<file path="src/rtl/mux_nx1_pipe.sv">
// mux_nx1_pipe: N-to-1 channel mux feeding a single registered output stage.
// The channel is picked by an external select (MODE 0) or round-robin (MODE 1).
module mux_nx1_pipe #(
    parameter int WIDTH = 5,
    parameter int N     = 2,
    parameter int MODE  = 0
) (
    input  logic                 clk,
    input  logic                 rst_n,
    input  logic [N*WIDTH-1:0]   in_data,
    input  logic [N-1:0]         in_valid,
    output logic [N-1:0]         in_ready,
    input  logic [$clog2(N)-1:0] sel,
    output logic [WIDTH-1:0]     out_data,
    output logic [$clog2(N)-1:0] out_chan,
    output logic                 out_valid,
    input  logic                 out_ready,
    output logic [15:0]          xfer_cnt
);
    localparam int SW = $clog2(N);

    logic             w_can_load;
    logic             w_hit;
    logic [SW-1:0]    w_idx;
    logic             w_xfer;
    logic [WIDTH-1:0] w_din;
    logic [SW-1:0]    w_ptr_nxt;

    logic [SW-1:0]    r_ptr;
    logic [WIDTH-1:0] r_data;
    logic [SW-1:0]    r_chan;
    logic             r_valid;
    logic [15:0]      r_cnt;

    assign w_can_load = !r_valid || out_ready;

    // Candidate channel: external select, or first valid searching from ptr
    always_comb begin
        int j;
        w_hit = 1'b0;
        w_idx = '0;
        j     = 0;
        if (MODE == 0) begin
            if (int'(sel) < N) begin
                w_hit = 1'b1;
                w_idx = sel;
            end
        end else begin
            for (int k = 0; k < N; k++) begin
                j = int'(r_ptr) + k;
                if (j >= N) begin
                    j = j - N;
                end
                if (!w_hit && in_valid[SW'(j)]) begin
                    w_hit = 1'b1;
                    w_idx = SW'(j);
                end
            end
        end
    end

    // One-hot ready at the candidate, gated by output space and reset
    always_comb begin
        in_ready = '0;
        for (int i = 0; i < N; i++) begin
            in_ready[i] = w_hit && w_can_load && rst_n
                          && (w_idx == SW'(i));
        end
    end

    // Data word of the candidate channel
    always_comb begin
        w_din = '0;
        for (int i = 0; i < N; i++) begin
            if (w_idx == SW'(i)) begin
                w_din = in_data[i*WIDTH +: WIDTH];
            end
        end
    end

    assign w_xfer    = |(in_valid & in_ready);
    assign w_ptr_nxt = (w_idx == SW'(N - 1)) ? '0 : w_idx + SW'(1);

    // Output register, round-robin pointer and transfer counter
    always_ff @(posedge clk or negedge rst_n) begin
        if (!rst_n) begin
            r_ptr   <= '0;
            r_data  <= '0;
            r_chan  <= '0;
            r_valid <= 1'b0;
            r_cnt   <= '0;
        end else begin
            if (w_xfer) begin
                r_data  <= w_din;
                r_chan  <= w_idx;
                r_valid <= 1'b1;
                r_cnt   <= r_cnt + 16'd1;
                r_ptr   <= w_ptr_nxt;
            end else if (out_ready) begin
                r_valid <= 1'b0;
            end
        end
    end

    assign out_data  = r_data;
    assign out_chan  = r_chan;
    assign out_valid = r_valid;
    assign xfer_cnt  = r_cnt;

endmodule

</file>
<file path="config.mk">
export PLATFORM = sky130hd
export DESIGN_NAME = mux_nx1_pipe
export DESIGN_NICKNAME = d
export VERILOG_FILES = /design/src/rtl/mux_nx1_pipe.sv
export SDC_FILE = /design/constraint.sdc
export NUM_CORES = 1
export LEC_CHECK = 0
export BUFFER_PORTS_ARGS = -buffer_cell sky130_fd_sc_hd__buf_2
export CORE_ASPECT_RATIO = 0.8
export CORE_UTILIZATION = 40
export CTS_CLUSTER_SIZE = 40
export DETAILED_ROUTE_END_ITERATION = 7
export PLACE_DENSITY = 0.66
export REMOVE_ABC_BUFFERS = 1
export SLEW_MARGIN = 15
export SYNTH_ARGS = -nofsm -noshare
export SYNTH_HDL_FRONTEND = slang
export SYNTH_SLANG_ARGS = --single-unit
export TNS_END_PERCENT = 5
</file>
<file path="constraint.sdc">
create_clock -name clk -period 1.8 [get_ports clk]
set_input_delay 0.45 -clock clk [delete_from_list [all_inputs] [get_ports clk]]
set_output_delay 0.45 -clock clk [all_outputs]
set_load 0.03 [all_outputs]
</file>
## Word-level counts from Yosys, hierarchy flattened

Index checks and enable logic that the tools add are counted.

| word-level totals | value |
|---|---|
| output and inout port bits | 25 |
| register bits after elaboration | 23 |

| cells by class | value |
|---|---|
| bitwise gates (word level) | 2 |
| multiplexer cells | 3 |
| reduce and logical (&&, ||, !) cells | 7 |
| add/sub/neg operators | 1 |

Operators with widths:

| operator | count |
|---|---|
| $add 16x1->16 const B | 1 |
| $mux 5 | 1 |
| $logic_and 1x1->1 | 3 |
| $and 2x2->2 | 1 |
| $mux 1 | 2 |
| $reduce_bool 2->1 | 1 |
| $reduce_or 2->1 | 1 |
| $logic_not 1->1 | 1 |
| $logic_or 1x1->1 | 1 |
| $not 1->1 | 1 |

## Logic depth before layout (Yosys ltp)

Gate-level depths: netlist of the first run.

| depth | value |
|---|---|
| depth in word-level cells | 7 |
| gate-level depth with buffers | 7 |
| depth with buffers taken out | 5 |

## Worst setup path after synthesis of the first run

OpenSTA, ideal clock, no wires.

| path | value |
|---|---|
| path kind | reg-to-reg |
| from | register r_cnt[0], in the netlist xfer_cnt[0] |
| to | register r_cnt[12], in the netlist xfer_cnt[12] |
| clock period less this slack | 1.729 ns |
| setup slack | 0.071 ns |
| setup time | 0.080 ns |
| cell stages (with the launch flop) | 6 |
| data arrival time | 1.649 ns |
| path buffers | 0 |
| cells stage by stage | dfrtp_1 -> ha_1 -> nand2_1 -> or2_2 -> nor4_1 -> xor2_1 |

| between the ends | value |
|---|---|
| word-level cells in the longest chain between the ends | 1 |

RTL lines:

| item | line | source |
|---|---|---|
| from (decl) | 33 | `logic [15:0] r_cnt;` |
| from (signal assigned) | 97 | `r_cnt <= r_cnt + 16'd1;` |
| $add 16x1->16 | 97 |  |

Every way passes these cells.
A chain may end at the register's enable or synchronous reset.

## Final worst setup path of the first run

| path | value |
|---|---|
| from | register r_valid, in the netlist out_valid |
| to | output in_ready[0] |

| between the ends | value |
|---|---|
| word-level cells in the longest chain between the ends | 4 |

RTL lines:

| item | line | source |
|---|---|---|
| from (decl) | 32 | `logic r_valid;` |
| from (signal assigned) | 90 | `r_valid <= 1'b0;` |
| from (signal assigned) | 96 | `r_valid <= 1'b1;` |
| from (signal assigned) | 100 | `r_valid <= 1'b0;` |
| $logic_not 1->1 | 35 | `assign w_can_load = !r_valid \|\| out_ready;` |
| $logic_or 1x1->1 | 35 |  |
| $logic_and 1x1->1 | 66 | `in_ready[i] = w_hit && w_can_load && rst_n` |
| $logic_and 1x1->1 | 67 | `&& (w_idx == SW'(i));` |
| to (decl) | 12 | `output logic [N-1:0] in_ready,` |

Every way passes these cells.

==> results of run 1 <==
==> state kept, by name (all words and copies together), names as in the netlist <==
| name | count |
|---|---|
| xfer_cnt | 16 |
| out_chan | 1 |
| out_data | 5 |
| out_valid | 1 |
==> synthesized netlist by cell type, types with 2 or more instances <==
cell / instances / area, um2
buf_6: 2 / 22.52
nand3_1: 6 / 30.03
xor2_1: 11 / 96.34
nand4_1: 3 / 18.77
xnor2_1: 4 / 35.03
o21ai_0: 5 / 25.02
nand2_1: 18 / 67.56
mux2i_1: 5 / 50.05
nor2_1: 4 / 15.01
and3_1: 3 / 18.77
nor3_1: 4 / 20.02
dfrtp_1: 23 / 575.6
nor4_1: 5 / 31.28
==> kinds of logic after synthesis <==
kind of cell | synth area share (%)
AO/OA/AOI/OAI | 3.240
XOR/XNOR | 11.73
adder cells (fa/ha/maj) | 1.117
buffers and inverters | 2.792
flip-flops | 51.40
multiplexers | 5.810
AND/OR/NAND/NOR | 23.91
==> layout make-up <==
class,count,area (um2),area share (%)
inverter,1,3.754,0.2657
sequential,23,575.6,40.74
tap,36,45.04,3.189
multi-input combinational,78,515.5,36.49
timing repair buffer,46,245.2,17.36
clock buffer,3,22.52,1.594
clock inverter,1,5.005,0.3543
==> final timing paths <==
check	to	cells after the start	startpoint	slack, ns
setup / recovery	in_ready[0]	4	out_valid	0.12
hold / removal	out_valid	2	rst_n	0.11
setup reg to reg	xfer_cnt[10]	5	xfer_cnt[0]	0.24
hold reg to reg	xfer_cnt[15]	1	xfer_cnt[15]	0.48
max in group asynchronous	xfer_cnt[0]	2	rst_n	1.46
min in group clk	out_data[4]	3	in_data[4]	0.41
==> cell usage in the layout (no fill, tap or decap), types with 4 or more instances in the layout <==
cell     count
buf_2       40
dfrtp_1     23
nand2_1     18
xor2_1      11
nand3_1      6
buf_4        6
mux2i_1      5
o21ai_0      5
nor4_1       5
nor2_1       4
nor3_1       4
xnor2_1      4
==> stage by stage <==
stage / hold WS, ns / util [%]
floorplan: 0.1544 / -
global placement: 0.4633 / 54.38
detailed placement: 0.4590 / 54.38
CTS: 0.09734 / 55.46
global route: 0.1050 / 55.56
finish: 0.1114 / 55.56
==> routing by layer <==
| metal | global-route usage (%) | vias up |
|---|---|---|
| li1 | - | 461 |
| met1 | 24.58 | 443 |
| met4 | 4.545 | 0 |
| met5 | 0 | - |
| met3 | 4.775 | 2 |
| met2 | 30.25 | 19 |
==> worst reg2reg max path, stage by stage, from the launching register on <==
cell	delay, ns
dfrtp_1	0.39
ha_1	0.21
nand2_1	0.06
or2_2	0.33
nor4_1	0.35
xor2_1	0.17
==> power breakdown <==
| part | leakage (uW) | switching, uW | total [uW] | internal, uW |
|---|---|---|---|---|
| Clock | 0.0000177 | 153 | 236 | 83.1 |
| Combinational | 0.000443 | 423 | 635 | 211 |
| Sequential | 0.000289 | 98.9 | 719 | 620 |
| Total | 0.000750 | 675 | 1590 | 915 |
==> results.toml, run 1 <==
[drt]
met1Wirelength_um = 1127
wl_per_cell_um = 12.85
vias_per_cell = 4.920
top_layer = "met4"
drc_errors = 0
drt_wl_total_um = 2416
dr.pass1.iters = 4
wl_met2_um = 1182
vias = 925
dr.first_iter.drc_count = 12
drtAntennaViolNets = 0
routed-wl-met3_um = 85

[floorplanning]
rows = 16
core_um2 = 2542
die_width_um = 61.16
fp.dieH_um = 49.33
start_util_pct = 44.05
boundaryPins = 41
die_area_um2 = 3016

[placement]
routabilityCongestion = 0.7475
placed_cell_area_um2 = 1383
dp.cells = 184
dp_slack_ns = 0.02157
port_buffers = 40
hpwl_um = 1914

[clock_network]
cts.path.max_buffers = 2
clock_sinks = 23
root_buffer = "clkbuf_4"
clk_latency_ns = 0.31
numCtsBuffers = 3
post-cts-setup-buffers = 0
cts_hold_buf = 0
clk_pin_slew_worst_paths_ns = 0.13
cts_tree = "done"
cts_resized = 0
htree_levels = 1

[setup_path]
cp-start-kind = "flip-flop"
critical-path-max-stage-delay_ns = 0.41
path_cells = "nand2b_2 -> nand2_1 -> nor2_1 -> buf_2"
required_ns = 1.35
slowest_stage = "dfrtp_1"
cp_top_family = "flip-flops"
cp-end-kind = "primary output"
crit_arrival_ns = 1.23
cp_num_buf_inv = 1
cp_max_fo = 7
critPathKind = "reg -> out"

[global_routing]
grt_pass1_wl_um = 4126
grt-ovfl-total = 0
grt_pass1_vias = 880
grtUsageTotal_pct = 18.68
grt_max_degree = 17
antenna_found_initial = 0

[timing]
rsz0062_at_grt = "no"
hold_viol = 0
drv_slew = 0
min_period_ns = 1.678
finalCritPeriodShare_pct = 93.20
finalSetupTns_ns = 0
finClkSkew_ns = 0.01073
tightest_slew_ns = 0.3913
fin_ws_ns = 0.1223
relSlewSlack_pct = 73.55
setup_viol = 0
fmax_ghz = 0.5961

[power_and_ir_drop]
vdd_drop_max_mv = 0.6578
p_total_uw = 1590
leakagePower_uw = 0.0007498
pwr_density_cell_nw_per_um2 = 1125

[layout]
stdcell_count = 188
layout.nets = 170
drive_above_1_share_pct = 36.18
area_delta_synth_final_pct = 26.14
design_area_um2 = 1413
n_fill_cell = 249
antenna_cells = 0

[logic_synthesis]
synthFlopType = "dfrtp_1"
async_reset_ff_share_pct = 100.0
syn_area_um2 = 1120
syn_inst = 105
yosysWarnings = 0
synth_cell_types = 25
ys_ff_latch = 23
synth-edff-count = 0
synth_seq_area_share_pct = 51.40
postSynthAreaPerCell_um2 = 10.66

[job]
cap_viol_max_count = 0

[min_path]
hold_path.class = "in -> async"

[run_status]
status = "completed"
No activity file was read; power rests on OpenSTA's default activity.
==> run 2: changes to the inputs <==
--- a/config.mk
+++ b/config.mk
@@ -7,10 +7,11 @@
 export LEC_CHECK = 0
 export BUFFER_PORTS_ARGS = -buffer_cell sky130_fd_sc_hd__buf_2
 export CORE_ASPECT_RATIO = 0.8
-export CORE_UTILIZATION = 40
+export CORE_UTILIZATION = 48
 export CTS_CLUSTER_SIZE = 40
 export DETAILED_ROUTE_END_ITERATION = 7
-export PLACE_DENSITY = 0.66
+export PLACE_DENSITY = 0.77
+export RECOVER_POWER = 50
 export REMOVE_ABC_BUFFERS = 1
 export SLEW_MARGIN = 15
 export SYNTH_ARGS = -nofsm -noshare
==> run 2 against run 1 <==
  * Clock power barely moved
  * Fmax is 1.8% lower
  * Cell count is 6.4% lower
  * Setup slack got worse by 0.031 ns
  * Combinational power is 10% lower
  * Non-clock buffer count decreased by 1
  * Critical path type unchanged
  * Largest cell class unchanged
==> results.toml, run 2 (synthesis gave the netlist of run 1 again) <==
[timing]
setup_viol = 0
finalCritPeriodShare_pct = 94.93
rsz0062_at_grt = "no"
hold_viol = 0
relSlewSlack_pct = 43.97
finalSetupTns_ns = 0
finClkSkew_ns = 0.005358
fmax_ghz = 0.5852
min_period_ns = 1.709
tightest_slew_ns = 0.8404
drv_slew = 0

[floorplanning]
fp.dieH_um = 45.20
boundaryPins = 41
start_util_pct = 51.44
core_um2 = 2177
die_width_um = 56
rows = 15
die_area_um2 = 2531

[clock_network]
cts_hold_buf = 0
htree_levels = 1
post-cts-setup-buffers = 0
cts.path.max_buffers = 2
numCtsBuffers = 3
clock_sinks = 23
root_buffer = "clkbuf_4"
cts_resized = 0
cts_tree = "done"
clk_pin_slew_worst_paths_ns = 0.12
clk_latency_ns = 0.31

[power_and_ir_drop]
vdd_drop_max_mv = 0.9530
pwr_density_cell_nw_per_um2 = 1129
leakagePower_uw = 0.0007177

[layout]
stdcell_count = 176
n_fill_cell = 197
layout.nets = 169
layout_commonest_cell = "buf_2"
final_cell_mix = "buf_2 (36), dfrtp_1 (23), nand2_1 (18), xor2_1 (11), clkbuf_1 (8)"
drive_above_1_share_pct = 29.80
area_delta_synth_final_pct = 22.46
largest_register_ffs = 16
antenna_cells = 0

[drt]
top_layer = "met4"
vias = 911
dr.pass1.iters = 4
wl_per_cell_um = 12.79
vias_per_cell = 5.176
dr.first_iter.drc_count = 19
drc_errors = 0
routed-wl-met3_um = 98
met1Wirelength_um = 1068
wl_met2_um = 1073
drt_wl_total_um = 2251
drtAntennaViolNets = 0

[global_routing]
grt-ovfl-total = 0
grt_pass1_wl_um = 3732
grt_pass1_vias = 860
grt_max_degree = 16
grtUsageTotal_pct = 19.26
antenna_found_initial = 0

[placement]
hpwl_um = 1785
dp.cells = 172
port_buffers = 40
routabilityCongestion = 0.8124

[setup_path]
crit_arrival_ns = 1.26
slowest_stage = "dfrtp_1"
cp_top_family = "flip-flops"
critPathKind = "reg -> out"
cp-end-kind = "primary output"
cp_num_buf_inv = 1
cp-start-kind = "flip-flop"
critical-path-max-stage-delay_ns = 0.40
required_ns = 1.35
cp_max_fo = 4
path_cells = "nand2b_1 -> and3_1 -> buf_2"

[run_status]
status = "completed"

[min_path]
hold_path.class = "in -> async"

[job]
cap_viol_max_count = 0
[run 2: per-stage QoR]
| step | worst slack [ns] | utilization [%] | total power [uW] | hold WS [ns] | area, um2 |
|---|---|---|---|---|---|
| 6_report | 0.09123 | 62.99 | 1549 | 0.2414 | 1371 |
| 5_1_grt | 0.007610 | 62.99 | 1638 | 0.2819 | 1371 |
| 4_1_cts | 0.07145 | 63.74 | 1569 | 0.1096 | 1388 |
| 3_5_place_dp | 0.1473 | 62.53 | 1327 | 0.4678 | 1361 |
| 3_3_place_gp | 0.1554 | 62.53 | 1317 | 0.4572 | 1361 |
| 2_1_floorplan | 0.07072 | - | 1126 | 0.1544 | 1092 |
[run 2: worst paths after layout]
path	start	endpoint	slack [ns]	cells after the start
worst max-delay path	out_valid	in_ready[1]	0.09	3
worst min-delay path	rst_n	xfer_cnt[13]	0.24	2
worst max register to register	xfer_cnt[0]	xfer_cnt[10]	0.12	5
worst min register to register	xfer_cnt[15]	xfer_cnt[15]	0.50	1
max in group asynchronous	rst_n	xfer_cnt[1]	0.91	2
min in group clk	in_data[0]	out_data[0]	0.42	3
[run 2: worst reg2reg max path, delay by kind of cell, from the launching register on]
family                   cells  cell delay (ns)
XOR/XNOR                     1             0.18
adder cells (fa/ha/maj)      1             0.22
flip-flops                   1             0.46
AND/OR/NAND/NOR              3             0.76
[run 2: routing by layer]
layer,up-vias,GRT usage (%)
met5,-,0
met1,435,26.06
met2,17,30.95
li1,456,-
met4,0,5.854
met3,3,5.158
[run 2: layout make-up]
type / count / area [um2] / area share [%]
flip-flops and latches: 23 / 575.6 / 41.97
inverters: 1 / 3.754 / 0.2737
clock buffers: 4 / 26.28 / 1.916
well taps: 25 / 31.28 / 2.281
repair buffers: 45 / 221.5 / 16.15
multi-input cells: 78 / 513.0 / 37.41
[run 2: power by group]
part           leakage [uW]  internal [uW]  total [uW]  switching, uW
Combinational      0.000414            178         569            392
Clock             0.0000150           86.7         238            152
Sequential         0.000289            620         741            121
